## src/rtl/lcd_phrase_scheduler_pkg.sv

```systemverilog
// Shared definitions for the LCD phrase scheduler: phrase codes (also used by
// the phrase bank), FSM state encoding and the time/alert phrase choice.
package lcd_phrase_scheduler_pkg;

    typedef enum logic [1:0] {
        PH_STATUS = 2'd0,
        PH_TIME   = 2'd1,
        PH_CONFIG = 2'd2,
        PH_ALERT  = 2'd3
    } phrase_t;

    typedef enum logic [1:0] {
        ST_IDLE  = 2'd0,
        ST_ISSUE = 2'd1,
        ST_WAIT  = 2'd2,
        ST_HOLD  = 2'd3
    } state_t;

    localparam int MIN_HOLD_DEF     = 100;
    localparam int WAIT_TIMEOUT_DEF = 250;
    localparam int ALERT_THRESH_DEF = 5;

    // Zero means the countdown has expired, so it never counts as an alert.
    function automatic phrase_t time_phrase(input logic [6:0] t, input int thresh);
        return ((t != 7'd0) && (int'(t) <= thresh)) ? PH_ALERT : PH_TIME;
    endfunction

endpackage

```

## src/rtl/lcd_phrase_scheduler_if.sv

```systemverilog
// Requester inputs, display-control handshake and phrase outputs of the scheduler.
// Handshake: Refresh is a one-cycle start pulse issued only while DisplayBusy=0;
// DisplayDone is a one-cycle completion pulse, honoured only while waiting for it.
interface lcd_phrase_scheduler_if;
    import lcd_phrase_scheduler_pkg::*;

    logic [1:0] StateFlag;
    logic       ConfigMode;
    logic [6:0] timeRemaining;
    logic       DisplayBusy;
    logic       DisplayDone;
    logic [1:0] PhraseSel;
    logic       Refresh;
    logic       TimeoutErr;
    state_t     dbg_state;

    modport master (
        output StateFlag, ConfigMode, timeRemaining, DisplayBusy, DisplayDone,
        input  PhraseSel, Refresh, TimeoutErr, dbg_state
    );

    modport slave (
        input  StateFlag, ConfigMode, timeRemaining, DisplayBusy, DisplayDone,
        output PhraseSel, Refresh, TimeoutErr, dbg_state
    );

endinterface

```

## src/rtl/lcd_req_latch.sv

```systemverilog
// Change/edge detection for the three requesters with set-wins pending flags.
// A new event arriving in the same cycle as its grant keeps the flag set.
module lcd_req_latch (
    input  logic       clk,
    input  logic       reset,
    input  logic [1:0] i_state_flag,
    input  logic       i_config_mode,
    input  logic [6:0] i_time,
    input  logic       i_clr_state,
    input  logic       i_clr_cfg,
    input  logic       i_clr_time,
    output logic       o_pend_state,
    output logic       o_pend_cfg,
    output logic       o_pend_time
);
    logic [1:0] r_last_state;
    logic [6:0] r_last_time;
    logic       r_last_cfg;
    logic       r_pend_state;
    logic       r_pend_cfg;
    logic       r_pend_time;

    logic w_ev_state;
    logic w_ev_cfg;
    logic w_ev_time;

    // Leaving config mode repaints the status phrase; time changes during config are dropped.
    assign w_ev_state = (i_state_flag != r_last_state) || (r_last_cfg && !i_config_mode);
    assign w_ev_cfg   = !r_last_cfg && i_config_mode;
    assign w_ev_time  = (i_time != r_last_time) && !i_config_mode;

    always_ff @(posedge clk) begin
        if (reset) begin
            r_last_state <= i_state_flag;
            r_last_time  <= i_time;
            r_last_cfg   <= i_config_mode;
            r_pend_state <= 1'b1;
            r_pend_cfg   <= 1'b0;
            r_pend_time  <= 1'b0;
        end else begin
            r_last_state <= i_state_flag;
            r_last_time  <= i_time;
            r_last_cfg   <= i_config_mode;
            r_pend_state <= w_ev_state || (r_pend_state && !i_clr_state);
            r_pend_cfg   <= w_ev_cfg   || (r_pend_cfg   && !i_clr_cfg);
            r_pend_time  <= w_ev_time  || (r_pend_time  && !i_clr_time);
        end
    end

    assign o_pend_state = r_pend_state;
    assign o_pend_cfg   = r_pend_cfg;
    assign o_pend_time  = r_pend_time;

endmodule

```

## src/rtl/lcd_phrase_scheduler.sv

```systemverilog
// Chooses the LCD phrase by priority (state > config > time), starts the display
// write, waits for completion or timeout, then holds the phrase a minimum time.
module lcd_phrase_scheduler
    import lcd_phrase_scheduler_pkg::*;
#(
    parameter int MIN_HOLD     = MIN_HOLD_DEF,
    parameter int WAIT_TIMEOUT = WAIT_TIMEOUT_DEF,
    parameter int ALERT_THRESH = ALERT_THRESH_DEF
) (
    input logic                    clock500Hz,
    input logic                    reset,
    lcd_phrase_scheduler_if.slave  bus
);
    state_t     r_state;
    state_t     w_next_state;
    logic [7:0] r_cnt;
    phrase_t    r_phrase;
    logic       r_timeout_err;

    logic    w_pend_state, w_pend_cfg, w_pend_time;
    logic    w_clr_state, w_clr_cfg, w_clr_time;
    logic    w_load;
    phrase_t w_next_phrase;
    logic    w_refresh;
    logic    w_cnt_clr;
    logic    w_cnt_inc;
    logic    w_set_err;

    lcd_req_latch u_req_latch (
        .clk           (clock500Hz),
        .reset         (reset),
        .i_state_flag  (bus.StateFlag),
        .i_config_mode (bus.ConfigMode),
        .i_time        (bus.timeRemaining),
        .i_clr_state   (w_clr_state),
        .i_clr_cfg     (w_clr_cfg),
        .i_clr_time    (w_clr_time),
        .o_pend_state  (w_pend_state),
        .o_pend_cfg    (w_pend_cfg),
        .o_pend_time   (w_pend_time)
    );

    always_comb begin
        w_next_state  = r_state;
        w_clr_state   = 1'b0;
        w_clr_cfg     = 1'b0;
        w_clr_time    = 1'b0;
        w_load        = 1'b0;
        w_next_phrase = r_phrase;
        w_refresh     = 1'b0;
        w_cnt_clr     = 1'b0;
        w_cnt_inc     = 1'b0;
        w_set_err     = 1'b0;
        case (r_state)
            ST_IDLE: begin
                if (w_pend_state) begin
                    w_load        = 1'b1;
                    w_next_phrase = PH_STATUS;
                    w_clr_state   = 1'b1;
                    w_next_state  = ST_ISSUE;
                end else if (w_pend_cfg) begin
                    w_load        = 1'b1;
                    w_next_phrase = PH_CONFIG;
                    w_clr_cfg     = 1'b1;
                    w_next_state  = ST_ISSUE;
                end else if (w_pend_time) begin
                    w_load        = 1'b1;
                    w_next_phrase = time_phrase(bus.timeRemaining, ALERT_THRESH);
                    w_clr_time    = 1'b1;
                    w_next_state  = ST_ISSUE;
                end
            end
            ST_ISSUE: begin
                if (!bus.DisplayBusy) begin
                    w_refresh    = 1'b1;
                    w_cnt_clr    = 1'b1;
                    w_next_state = ST_WAIT;
                end
            end
            ST_WAIT: begin
                if (bus.DisplayDone) begin
                    w_cnt_clr    = 1'b1;
                    w_next_state = ST_HOLD;
                end else if (r_cnt == 8'(WAIT_TIMEOUT - 1)) begin
                    w_set_err    = 1'b1;
                    w_cnt_clr    = 1'b1;
                    w_next_state = ST_HOLD;
                end else begin
                    w_cnt_inc = 1'b1;
                end
            end
            ST_HOLD: begin
                if ((MIN_HOLD == 0) || (r_cnt == 8'(MIN_HOLD - 1))) begin
                    w_next_state = ST_IDLE;
                end else begin
                    w_cnt_inc = 1'b1;
                end
            end
        endcase
    end

    always_ff @(posedge clock500Hz) begin
        if (reset) begin
            r_state       <= ST_IDLE;
            r_cnt         <= 8'd0;
            r_phrase      <= PH_STATUS;
            r_timeout_err <= 1'b0;
        end else begin
            r_state <= w_next_state;
            if (w_load) begin
                r_phrase <= w_next_phrase;
            end
            if (w_cnt_clr) begin
                r_cnt <= 8'd0;
            end else if (w_cnt_inc) begin
                r_cnt <= r_cnt + 8'd1;
            end
            if (w_set_err) begin
                r_timeout_err <= 1'b1;
            end
        end
    end

    // Start pulse is suppressed in a reset cycle so a write is never half-issued.
    assign bus.Refresh    = w_refresh && !reset;
    assign bus.PhraseSel  = r_phrase;
    assign bus.TimeoutErr = r_timeout_err;
    assign bus.dbg_state  = r_state;

endmodule

```

## src/flat_wrapper.sv

```systemverilog
// flat-port wrapper written by rule: the top's interface ports become plain ports
module lcd_phrase_scheduler_flat import lcd_phrase_scheduler_pkg::*;
#(
    parameter int MIN_HOLD     = MIN_HOLD_DEF,
    parameter int WAIT_TIMEOUT = WAIT_TIMEOUT_DEF,
    parameter int ALERT_THRESH = ALERT_THRESH_DEF
)
  (clock500Hz, reset, bus_StateFlag, bus_ConfigMode, bus_timeRemaining, bus_DisplayBusy, bus_DisplayDone, bus_PhraseSel, bus_Refresh, bus_TimeoutErr, bus_dbg_state);
  lcd_phrase_scheduler_if bus_i ();
  input logic clock500Hz;
  input logic reset;
  input wire logic [$bits(bus_i.StateFlag)-1:0] bus_StateFlag;
  input wire logic [$bits(bus_i.ConfigMode)-1:0] bus_ConfigMode;
  input wire logic [$bits(bus_i.timeRemaining)-1:0] bus_timeRemaining;
  input wire logic [$bits(bus_i.DisplayBusy)-1:0] bus_DisplayBusy;
  input wire logic [$bits(bus_i.DisplayDone)-1:0] bus_DisplayDone;
  output wire logic [$bits(bus_i.PhraseSel)-1:0] bus_PhraseSel;
  output wire logic [$bits(bus_i.Refresh)-1:0] bus_Refresh;
  output wire logic [$bits(bus_i.TimeoutErr)-1:0] bus_TimeoutErr;
  output wire logic [$bits(bus_i.dbg_state)-1:0] bus_dbg_state;
  assign bus_i.StateFlag = bus_StateFlag;
  assign bus_i.ConfigMode = bus_ConfigMode;
  assign bus_i.timeRemaining = bus_timeRemaining;
  assign bus_i.DisplayBusy = bus_DisplayBusy;
  assign bus_i.DisplayDone = bus_DisplayDone;
  assign bus_PhraseSel = bus_i.PhraseSel;
  assign bus_Refresh = bus_i.Refresh;
  assign bus_TimeoutErr = bus_i.TimeoutErr;
  assign bus_dbg_state = bus_i.dbg_state;
  lcd_phrase_scheduler #(.MIN_HOLD(MIN_HOLD), .WAIT_TIMEOUT(WAIT_TIMEOUT), .ALERT_THRESH(ALERT_THRESH)) u_core (.clock500Hz(clock500Hz), .reset(reset), .bus(bus_i));
endmodule
```

## config.mk

```make
export PLATFORM = sky130hd
export DESIGN_NAME = lcd_phrase_scheduler_flat
export DESIGN_NICKNAME = d
export VERILOG_FILES = /design/src/rtl/lcd_phrase_scheduler_pkg.sv /design/src/rtl/lcd_phrase_scheduler_if.sv /design/src/rtl/lcd_req_latch.sv /design/src/rtl/lcd_phrase_scheduler.sv /design/src/flat_wrapper.sv
export SDC_FILE = /design/constraint.sdc
export NUM_CORES = 1
export LEC_CHECK = 0
export CORE_AREA = 2 2 60 48
export CTS_CLUSTER_SIZE = 24
export DETAILED_ROUTE_END_ITERATION = 10
export DIE_AREA = 0 0 62 50
export PLACE_DENSITY = 0.75
export SLEW_MARGIN = 20
export SYNTH_ARGS = -nofsm -noshare
export SYNTH_HDL_FRONTEND = slang
export SYNTH_HIERARCHICAL = 1
export SYNTH_SLANG_ARGS = --single-unit
```

## constraint.sdc

```tcl
create_clock -name clock500Hz -period 2.6 [get_ports clock500Hz]
set_clock_uncertainty 0.05 [all_clocks]
set_input_delay 0.78 -clock clock500Hz [delete_from_list [all_inputs] [get_ports clock500Hz]]
set_output_delay 0.78 -clock clock500Hz [all_outputs]
set_load 0.005 [all_outputs]
```

==> summary.md <==
| Metric | Value |
|---|---|
| Status | `finished clean` |
| Post-DR vias/cell | `5.368` |
| Overflow left after global routing | `0` |
| Cell count after synthesis | `129` |
| Number of placed I/O pins | `20` |
| Area share of the largest cell type after synthesis | `42.23%` |
| TritonCTS Buffers | `3` |
| Destination of the worst register-to-register timing path | `u_core/bus.dbg_state[0]$_SDFFE_PP0P_` |
| Critical path class | `input pin to output port` |
| Full die area | `3100 um^2` |
| Reg2reg path depth | `5` |
| Category of the worst setup path launch point | `input pin` |
| Launch point of the worst path | `bus_DisplayBusy` |
| Worst-Margin Slew | `0.4467 ns` |
| Syn nets | `150` |
| RSZ-0062 raised after global routing | `false` |
| M1 WL | `1144 um` |
| Arrival @ worst endpoint | `1.68 ns` |
| Remaining antenna violation count | `0` |
| Clock tree root buffer cell | `sky130_fd_sc_hd__clkbuf_4` |
| Share of power burned in registers | `47.7%` |
| Met2 Wirelength | `1069 um` |
| Maximum clock frequency | `0.3981 GHz` |
| Max-capacitance violation count | `0` |
| Combinational share of power | `32.1%` |
| Hold WC Path Type | `flop to flop` |
| Design Power | `990.0 uW` |
| Pins Over Slew Limit | `0` |
| Pwr Density | `649.1 nW/um^2` |
| Width of the chip | `62 um` |
| Leakage power summed over all cells | `0.6043 nW` |
| Power share of the clock group | `20.2%` |
| Worst max-slew margin expressed relative to the limit | `70.11%` |
| Fraction of registers with async set or reset after synthesis | `0%` |
| Met3 routed WL | `69 um` |
| Number of cells in the finished layout apart from fillers | `190` |
| Std cell rows | `16` |
| Leading cell types by total area after synthesis | `sky130_fd_sc_hd__dfxtp_1, sky130_fd_sc_hd__ha_1, sky130_fd_sc_hd__xnor2_1` |
| Synth-to-Final Area Change | `23.76%` |
| Post-synthesis adder-cell area fraction | `7.107%` |
| Required time at the endpoint of the critical path | `1.77 ns` |
| Worst reg2reg startpoint | `u_core/r_cnt[0]$_SDFFE_PP0P_` |
| Cell Area, Synth | `1232 um^2` |
| Combinational family with the most area after synthesis | `compound AO/OA/AOI/OAI gates` |
| Final count of hold timing violations | `0` |
| Final layout net count | `176` |
| Portion of netlist area occupied by mux cells | `2.437%` |
| Predominant post-synthesis flop cell | `sky130_fd_sc_hd__dfxtp_1` |
| Total Wirelength | `2311 um` |
| GRT Util Overall | `18.14%` |
| TritonCTS clock tree | `yes` |
| DIE HEIGHT | `50 um` |
| Internal power | `684.5 uW` |
| Seq/Total Area, Yosys | `42.23%` |
| Termination of the worst setup path | `bus_Refresh` |
| Highest routed metal layer | `met4` |
| Number of synthesized flops with an enable pin | `0` |
| Commonest non-fill, non-tap cell in the layout | `sky130_fd_sc_hd__dfxtp_1` |
| Layout cells sized above 1 | `7.143%` |
| Gpl congestion | `0.8252` |
| Compound-Gate Fraction of Synth Area | `18.98%` |
| Length of the first detailed-routing pass in iterations | `4` |
| Placeable core region | `2502 um^2` |
| Via count | `1020` |
| N_diodes | `0` |
| CP Capture Type | `output port` |
| Switching part of the total | `30.86%` |
| Max VDD drop | `0.5628 mV` |
| Starting utilization of the core area | `49.25%` |
| Post-DR wirelength/cell | `12.16 um` |
| Largest net degree at the start of global routing | `15` |
| Per-instance average area after synthesis | `9.554 um^2` |
| Net switching power of the design | `305.6 uW` |
| Via count of the first global-routing pass | `985` |
| Commonest cells after routing, fill and taps aside | `sky130_fd_sc_hd__dfxtp_1, sky130_fd_sc_hd__clkdlybuf4s50_1, sky130_fd_sc_hd__nor2_1` |
| Number of placed instances with taps included | `186` |
| H-tree level count | `1` |
| Port Buffer Count | `19` |
| Number of antenna violations at the first check in global routing | `0` |
| Largest buffer count on any clock path | `2` |
| Post-CTS clock slew at the launch and capture registers of the worst setup and hold paths | `0.13 ns` |
| Count of synthesis-stage warnings from yosys | `6` |
| Clock Sink Count | `26` |
| Number of distinct library cells after synthesis | `37` |
| Number of register bits inferred by synthesis | `26` |
| Final clock period utilization by the worst path | `96.61%` |
| Initial DRC Count | `20` |
| Simple-Gate Fraction of Synth Area | `17.97%` |
| Clock period minus worst slack | `2.512 ns` |
| Xor/xnor cell area share of the yosys netlist | `9.137%` |
| Wire length of the first global-routing pass | `4257 um` |
| Critical Path Fanout Max | `2` |
| Total DRC errors in the routed layout | `0` |
| Final setup fails | `0` |
| Clock latency of the later-clocked register in the worst-skew pair | `0.31 ns` |
| Slack of the worst reg-to-reg path | `0.47 ns` |
| Detailed placer's ending HPWL | `1803 um` |
| Cell accounting for the most synthesized area | `sky130_fd_sc_hd__dfxtp_1` |
stage by stage:
step | hold slack [ns] | setup WS (ns) | setup TNS (ns) | area (um^2) | util (%)
finish | 0.4348 | 0.08820 | 0 | 1525 | 60.95
global route | 0.4941 | 0.03606 | 0 | 1525 | 60.95
CTS | 0.4424 | 0.08185 | 0 | 1518 | 60.65
detailed placement | 0.4096 | -0.1912 | -0.1912 | 1483 | 59.25
global placement | 0.4060 | -0.1582 | -0.1582 | 1483 | 59.25
floorplan | 0.4023 | 0.6312 | 0 | 1232 | -
synth_stat cells (2+ instances only):
cell type	instances
sky130_fd_sc_hd__inv_1	7
sky130_fd_sc_hd__nand2_1	6
sky130_fd_sc_hd__mux2i_1	3
sky130_fd_sc_hd__o211ai_1	2
sky130_fd_sc_hd__o21a_1	4
sky130_fd_sc_hd__a22oi_1	2
sky130_fd_sc_hd__nand4_1	3
sky130_fd_sc_hd__o21ai_0	4
sky130_fd_sc_hd__and2_1	2
sky130_fd_sc_hd__nor3_1	5
sky130_fd_sc_hd__nor2_1	13
sky130_fd_sc_hd__o211a_1	2
sky130_fd_sc_hd__xnor2_1	8
sky130_fd_sc_hd__o21bai_1	2
sky130_fd_sc_hd__a21oi_1	7
sky130_fd_sc_hd__nor2b_1	2
sky130_fd_sc_hd__ha_1	7
sky130_fd_sc_hd__nand2b_1	2
sky130_fd_sc_hd__dfxtp_1	26
sky130_fd_sc_hd__xor2_1	3
sky130_fd_sc_hd__o2111ai_1	3
layout make-up:
class,instances,area [um^2]
fill,209,977.2
multi-input combinational,96,693.2
sequential,26,520.5
timing repair buffer,21,203.9
tap,36,45.04
clock buffer,4,36.28
inverter,7,26.28
layer usage:
metal	global-route usage [%]	vias up
met5	0	-
met4	6.028	0
met3	4.724	2
met2	28.47	11
li1	-	517
met1	23.75	490
cells by family (layout without fill, tap and decap cells):
| logic type | after synthesis | count (layout) |
|---|---|---|
| AO/OA/AOI/OAI | 32 | 32 |
| buffers and inverters | 7 | 32 |
| XOR/XNOR | 12 | 12 |
| adder cells (fa/ha/maj) | 7 | 7 |
| multiplexers | 3 | 3 |
| flip-flops | 26 | 26 |
| AND/OR/NAND/NOR | 42 | 42 |
power by group through the flow:
stage          Combinational (mW)  Clock [mW]  Sequential, mW
2_1_floorplan               0.200           0           0.475
3_3_place_gp                0.303           0           0.479
3_5_place_dp                0.312           0           0.481
4_1_cts                     0.312       0.208           0.473
5_1_grt                     0.361       0.221           0.480
6_report                    0.318       0.200           0.473
worst min path at each step:
stage | startpoint | endpoint | slack [ns] | cells after the start
after global routing | u_core/bus.TimeoutErr$_SDFFE_PP0P_ | u_core/bus.TimeoutErr$_SDFFE_PP0P_ | 0.49 | 2
after CTS | u_core/bus.TimeoutErr$_SDFFE_PP0P_ | u_core/bus.TimeoutErr$_SDFFE_PP0P_ | 0.44 | 2
after detailed placement | u_core/bus.TimeoutErr$_SDFFE_PP0P_ | u_core/bus.TimeoutErr$_SDFFE_PP0P_ | 0.41 | 2
after floorplan | u_core/u_req_latch/r_last_state[0]$_DFF_P_ | u_core/u_req_latch/o_pend_state$_SDFF_PP1_ | 0.40 | 2
final | u_core/bus.TimeoutErr$_SDFFE_PP0P_ | u_core/bus.TimeoutErr$_SDFFE_PP0P_ | 0.43 | 2
after global placement | u_core/bus.TimeoutErr$_SDFFE_PP0P_ | u_core/bus.TimeoutErr$_SDFFE_PP0P_ | 0.41 | 2
critical path, stage by stage:
cell                              delay (ns)
sky130_fd_sc_hd__clkdlybuf4s50_1        0.48
sky130_fd_sc_hd__nand2b_4               0.13
sky130_fd_sc_hd__nor2_1                 0.03
sky130_fd_sc_hd__dlygate4sd2_1          0.25
sequential cells by signal, summed over array words and instances, names as in the netlist:
name / count
u_core/u_req_latch/o_pend_cfg: 1
u_core/r_cnt: 8
u_core/u_req_latch/o_pend_time: 1
u_core/u_req_latch/o_pend_state: 1
u_core/bus.PhraseSel: 2
u_core/u_req_latch/r_last_state: 2
u_core/u_req_latch/r_last_time: 7
u_core/u_req_latch/r_last_cfg: 1
u_core/bus.dbg_state: 2
u_core/bus.TimeoutErr: 1
repair_timing:
item / 4_1_cts / 5_1_grt
hold buffers: 0 / 0
buffers inserted: 0 / 0
endpoints found under the setup margin: 1 / 1
resized for setup: 1 / 1
Power figures use the tool's default switching activity.
